[config.mk]
export PLATFORM = sky130hd
export DESIGN_NAME = chacha_block_ctrl
export DESIGN_NICKNAME = d
export VERILOG_FILES = /design/src/rtl/chacha_block_ctrl.sv
export SDC_FILE = /design/constraint.sdc
export NUM_CORES = 2
export LEC_CHECK = 0
export BUFFER_PORTS_ARGS = -buffer_cell sky130_fd_sc_hd__clkbuf_2
export CAP_MARGIN = 25
export CORE_AREA = 2 2 676 678
export DETAILED_ROUTE_END_ITERATION = 8
export DIE_AREA = 0 0 678 680
export SLEW_MARGIN = 25
export SYNTH_ARGS = -nofsm -noshare
export SYNTH_HDL_FRONTEND = slang
export SYNTH_SLANG_ARGS = --single-unit
[constraint.sdc]
create_clock -name clk -period 10.2 [get_ports clk]
set_input_delay 2.04 -clock clk [delete_from_list [all_inputs] [get_ports clk]]
set_output_delay 2.04 -clock clk [all_outputs]
set_load 0.02 [all_outputs]
[src/rtl/chacha_block_ctrl.sv]
// ChaCha20 block sequencer: gathers 16 input words, starts the core with init/next,
// captures its result and streams 16 output words back to the host side.
module chacha_block_ctrl #(
  parameter int TIMEOUT_CYCLES = 1024,
  parameter int CNT_W          = 16
) (
  input  logic             clk,
  input  logic             reset_n,
  input  logic             start,
  input  logic [255:0]     key,
  input  logic [63:0]      iv,
  input  logic [CNT_W-1:0] num_blocks,
  input  logic             in_valid,
  input  logic [31:0]      in_data,
  output logic             in_ready,
  output logic             out_valid,
  output logic [31:0]      out_data,
  input  logic             out_ready,
  output logic             busy,
  output logic             done,
  output logic             error,
  output logic [255:0]     core_key,
  output logic [63:0]      core_iv,
  output logic             core_init,
  output logic             core_next,
  output logic [511:0]     core_data_in,
  input  logic             core_ready,
  input  logic [511:0]     core_data_out,
  input  logic             core_data_out_valid
);

  // state | meaning
  // IDLE  | waiting for start
  // FILL  | accepting the 16 input words of a block
  // START | one-cycle core_init (first block) or core_next pulse
  // WAIT  | waiting for the core result, timeout running
  // DRAIN | streaming the 16 captured output words
  // DONE  | one-cycle done pulse
  typedef enum logic [2:0] {
    ST_IDLE, ST_FILL, ST_START, ST_WAIT, ST_DRAIN, ST_DONE
  } state_t;

  localparam int TMR_W = $clog2(TIMEOUT_CYCLES + 1);

  state_t           state, state_nxt;
  logic [TMR_W-1:0] tmr;
  logic             wait_first;
  logic [3:0]       word_idx;
  logic [CNT_W-1:0] blk_cnt;
  logic [CNT_W-1:0] nb_q;
  logic [511:0]     out_buf;
  logic [8:0]       word_lsb;
  logic             capture;
  logic             timeout;
  logic             last_blk;

  // word 0 is the MSW: bits [511-32*i -: 32] start at 32*(15-i)
  assign word_lsb = {~word_idx, 5'd0};
  assign out_data = out_buf[word_lsb +: 32];
  assign capture  = (state == ST_WAIT) && !wait_first && core_data_out_valid;
  assign timeout  = (state == ST_WAIT) && !capture && (tmr == '0);
  assign last_blk = (blk_cnt == nb_q - CNT_W'(1));

  always_ff @(posedge clk) begin
    if (!reset_n) state <= ST_IDLE;
    else          state <= state_nxt;
  end

  always_comb begin
    state_nxt = state;
    in_ready  = 1'b0;
    out_valid = 1'b0;
    busy      = 1'b1;
    done      = 1'b0;
    error     = 1'b0;
    core_init = 1'b0;
    core_next = 1'b0;
    case (state)
      ST_IDLE: begin
        busy = 1'b0;
        if (start) state_nxt = (num_blocks == '0) ? ST_DONE : ST_FILL;
      end
      ST_FILL: begin
        in_ready = 1'b1;
        if (in_valid && (word_idx == 4'd15)) state_nxt = ST_START;
      end
      ST_START: begin
        if (core_ready) begin
          core_init = (blk_cnt == '0);
          core_next = (blk_cnt != '0);
          state_nxt = ST_WAIT;
        end
      end
      ST_WAIT: begin
        if (capture) begin
          state_nxt = ST_DRAIN;
        end else if (timeout) begin
          error     = 1'b1;
          state_nxt = ST_IDLE;
        end
      end
      ST_DRAIN: begin
        out_valid = 1'b1;
        if (out_ready && (word_idx == 4'd15)) state_nxt = last_blk ? ST_DONE : ST_FILL;
      end
      ST_DONE: begin
        done      = 1'b1;
        state_nxt = ST_IDLE;
      end
      default: state_nxt = ST_IDLE;
    endcase
  end

  always_ff @(posedge clk) begin
    if (!reset_n) begin
      core_key     <= '0;
      core_iv      <= '0;
      core_data_in <= '0;
      out_buf      <= '0;
      nb_q         <= '0;
      blk_cnt      <= '0;
      word_idx     <= '0;
      tmr          <= '0;
      wait_first   <= 1'b0;
    end else begin
      case (state)
        ST_IDLE: begin
          if (start && (num_blocks != '0)) begin
            core_key <= key;
            core_iv  <= iv;
            nb_q     <= num_blocks;
            blk_cnt  <= '0;
            word_idx <= '0;
          end
        end
        ST_FILL: begin
          if (in_valid) begin
            core_data_in[word_lsb +: 32] <= in_data;
            word_idx                     <= word_idx + 4'd1;
          end
        end
        ST_START: begin
          tmr        <= TMR_W'(TIMEOUT_CYCLES - 1);
          wait_first <= 1'b1;
        end
        ST_WAIT: begin
          // the first WAIT cycle may still see the previous block's valid
          wait_first <= 1'b0;
          if (capture)         out_buf <= core_data_out;
          else if (tmr != '0)  tmr     <= tmr - TMR_W'(1);
        end
        ST_DRAIN: begin
          if (out_ready) begin
            word_idx <= word_idx + 4'd1;
            if ((word_idx == 4'd15) && !last_blk) blk_cnt <= blk_cnt + CNT_W'(1);
          end
        end
        default: ;
      endcase
    end
  end

endmodule
==> summary.md <==
| Metric | Value |
|---|---|
| Post-CTS setup buffers | `0` |
| Max-Cap Viols | `0` |
| Placeable Area | `~450000 µm²` |
| CP required | `8.16 ns` |
| Synth unique cells | `60` |
| Worst-path cell with the longest stage delay | `buf_4` |
| Worst EP arrival | `4.28 ns` |
| Vias per cell | `~3.8` |
| Crit Path Max Fanout | `46` |
| Power density cells | `between 150 and 200 nW/µm²` |
| Share of flip-flops with an asynchronous set or reset | `0%` |
| Seq pwr share | `41.3%` |
| Row cnt | `around 250` |
| Sequential fraction of the synthesis area | `49.2%` |
| Filler instances | `between 50000 and 60000` |
| Post-CTS Resized | `0` |
| Final Hold Fails | `0` |
| Area share of the largest cell type after synthesis | `about half` |
| Combinational share of power | `approximately 8.4%` |
| Syn_nets | `7694` |
| Setup TNS | `0 ns` |
| Routed Antenna Nets | `0` |
| Initial drt markers | `between 4000 and 5000` |
| Die W | `between 600 and 700 µm` |
| Root Driver | `clkbuf_16` |
| Max Fclk | `0.158 GHz` |
| Final Max Slew Viols | `0` |
| Total Wirelength | `between 400 and 500 mm` |
| Overall Global Routing Usage | `around 17%` |
| CP cell instances | `buf_4 > nor2b_4 > buf_4 > a21oi_1 > o21ai_0 > nand2_1 > clkbuf_2` |
| Reg-to-Reg Start | `word_idx[0]` |
| Min cycle time layout | `6.32 ns` |
| Skew final | `about 0.13 ns` |
| Complex-gate fraction of the synthesized area | `between 10% and 20%` |
| TritonRoute pass-1 iters | `6` |
| EDFF count, synth | `0` |
| Syn_area_per_cell | `around 8.3 µm²` |
| Dominant synthesized flop cell | `dfxtp_1` |
| Initial antenna violation count | `roughly 370` |
| Multiplexer area fraction after synthesis | `under 10%` |
| Setup-failing EPs final | `0` |
| Share of layout cells above drive strength 1 | `between 20% and 30%` |
| First-pass GRT wire length | `525 mm` |
| Top post-synthesis cells by area | `dfxtp_1, nand2_1, a21boi_0, clkbuf_1, mux4_2` |
| Setup ws final | `3.88 ns` |
| Psw | `3.68 mW` |
| Residual DRC | `0` |
| Max-Slew Margin vs Limit | `roughly 23%` |
| Routability cong. | `roughly 1.0` |
| Worst-path clk slew | `roughly 0.060 ns` |
| H-Tree Depth | `4` |
| Most used cell, CP | `buf_4` |
| Die area | `approximately 460000 µm²` |
| CP Class | `flip-flop to output port` |
| Vias | `~55000` |
| Worst Tran Pin Value | `approximately 1.2 ns` |
| Avg WL per Cell | `roughly 29 µm` |
| Main combinational cell family by area after synthesis | `simple AND/OR/NAND/NOR gates` |
| Crit start category | `flip-flop` |
| Max clock buf depth | `4` |
| I/O pin cnt | `around 1800` |
| Clk pwr share | `between 50% and 60%` |
| Reg-to-Reg End | `core_data_in[219]` |
| Synth Warn # | `0` |
| Crit-path max cell delay | `a little under 0.7 ns` |
| CP Launch Point | `word_idx[2]` |
| Clock sink total | `roughly 1400` |
| FF+latch count, synth | `between 1000 and 1500` |
| Post-synth top area cell | `dfxtp_1` |
| Reg2reg setup slack | `5.32 ns` |
| GRT overflow | `0` |
| Setup crit end | `out_data[26]` |
| Reg area | `about 28000 µm²` |
| Port Buf Inserts | `about 1800` |
| Multi-input gate area | `roughly 27000 µm²` |
| RSZ-0062 raised after global routing | `no` |
| Final #Nets | `9153` |
| Status | `finished clean` |
| Synthesized cell area | `approximately 57000 µm²` |
| Pint | `between 9 and 10 mW` |
| Largest net degree at the start of global routing | `approximately 250` |
| Vias in the first global route | `50700` |
| Die H | `between 600 and 700 µm` |
| Hpwl dp | `338 mm` |
| TritonCTS buffer count | `between 150 and 200` |
| R2r worst-path depth | `9` |
| Layout area overhead | `38.5%` |
| Worst-Skew Late Latency | `between 0.9 and 1 ns` |
| Sw frac | `between 20% and 30%` |
| Commonest cells in the netlist | `nand2_1, dfxtp_1, a21boi_0` |
| Post-Synth Adder-Cell Area | `less than 1%` |
| Setup crit end kind | `output port` |
| Pleak | `slightly below 30 nW` |
| Xor/xnor share of the synthesized area | `less than 1%` |
| Hold Crit Class | `flip-flop to flip-flop` |
| Post-CTS Hold Buffers | `0` |
| Worst VDD drop | `~130 µV` |
| Gate Count Post-Synth | `just under 7000` |
| Post-Synth Simple-Gate Area | `a little over a fifth` |
| CTS tree | `yes` |
| Starting Density | `between 10% and 20%` |
| Most numerous cell in the Yosys netlist | `nand2_1` |
| Fin crit share | `61.9%` |
| Setup WS pre-CTS | `between 4 and 5 ns` |
[routing by layer]
| metal | up-vias | wire [µm] | GRT usage, % | part of all wire [%] |
|---|---|---|---|---|
| met1 | 26400 | 169000 | 20.8 | 41 |
| met5 | - | 632 | 0 | 0.15 |
| met4 | 92 | 18100 | 7.09 | 4.3 |
| met2 | 2505 | 196000 | 28.6 | 47 |
| met3 | 736 | 33300 | 5.05 | 8.0 |
| li1 | 25500 | - | - | - |
[placed cells by master, fill, tap and decap left out, types with 37 or more instances in the layout]
cell type / n
nand2_1: 2522
clkbuf_2: 1756
dfxtp_1: 1391
a21boi_0: 1085
o21ai_0: 230
clkbuf_16: 181
and2_1: 167
diode_2: 136
a21oi_1: 110
mux2i_1: 98
nor2_1: 91
nor2b_1: 75
mux4_2: 64
buf_4: 61
a21boi_1: 51
nand4_1: 38
clkbuf_1: 37
[logic make-up after synthesis]
kind of cell               Yosys count
xor gates and xnor gates            33
muxes                              195
buffers and inverters              570
adders and majority gates            7
and+or+nand+nor                   3008
DFF                               1395
AOI/OAI and AO/OA                 1592
[power groups by stage]
| stage | registers (mW) | logic (mW) | clock network [mW] |
|---|---|---|---|
| floorplan | 5.80 | 0.403 | 0 |
| detailed placement | 5.72 | 1.16 | 0 |
| finish | 5.60 | 1.15 | 6.82 |
| global route | 5.61 | 1.21 | 7.19 |
| global placement | 5.72 | 1.16 | 0 |
| CTS | 5.60 | 1.17 | 7.01 |
[metrics by stage]
step | std cells | total power [mW] | hold slack, ns | util, % | instance area (µm²)
after floorplan | 6800 | 6.20 | 0.440 | - | 56700
after global placement | 14100 | 6.88 | 0.441 | 15.8 | 71900
after detailed placement | 14100 | 6.88 | 0.445 | 15.8 | 72000
after CTS | 14400 | 13.8 | 0.452 | 17.2 | 78100
after global routing | 14500 | 14.0 | 0.465 | 17.3 | 78400
final | 14500 | 13.6 | 0.453 | 17.3 | 78600
[worst max-delay path, delay by kind of cell, from the launching register on]
kind	cells	cell delay, ns
simple gates	2	0.78
flops	1	0.40
buf+inv	3	1.32
compound gates	2	0.77
[registers in the layout, summed over array words and instances, names as in the netlist]
register,cells
core_data_in,512
out_buf,512
core_key,256
core_iv,64
blk_cnt,16
nb_q,16
tmr,11
word_idx,4
state,3
wait_first,1
[worst min-delay path by stage]
| stage | from | end | depth (start not counted) |
|---|---|---|---|
| after floorplan | out_buf[0] | out_buf[0] | 2 |
| after global placement | core_data_in[387] | core_data_in[387] | 2 |
| after detailed placement | core_data_in[261] | core_data_in[261] | 2 |
| final | core_data_in[71] | core_data_in[71] | 2 |
| after global routing | core_data_in[79] | core_data_in[79] | 2 |
| after CTS | core_data_in[261] | core_data_in[261] | 2 |
[final cells by class]
class	count	area share [%]
Clock inverter	75	1.44
Tap cell	6000	9.56
Inverter	9	0.0430
Multi-Input combinational cell	4835	34.2
Sequential cell	1395	35.6
Clock buffer	246	6.43
Antenna cell	136	0.433
Timing Repair Buffer	1839	12.3
(Power assumes the default switching activity.)
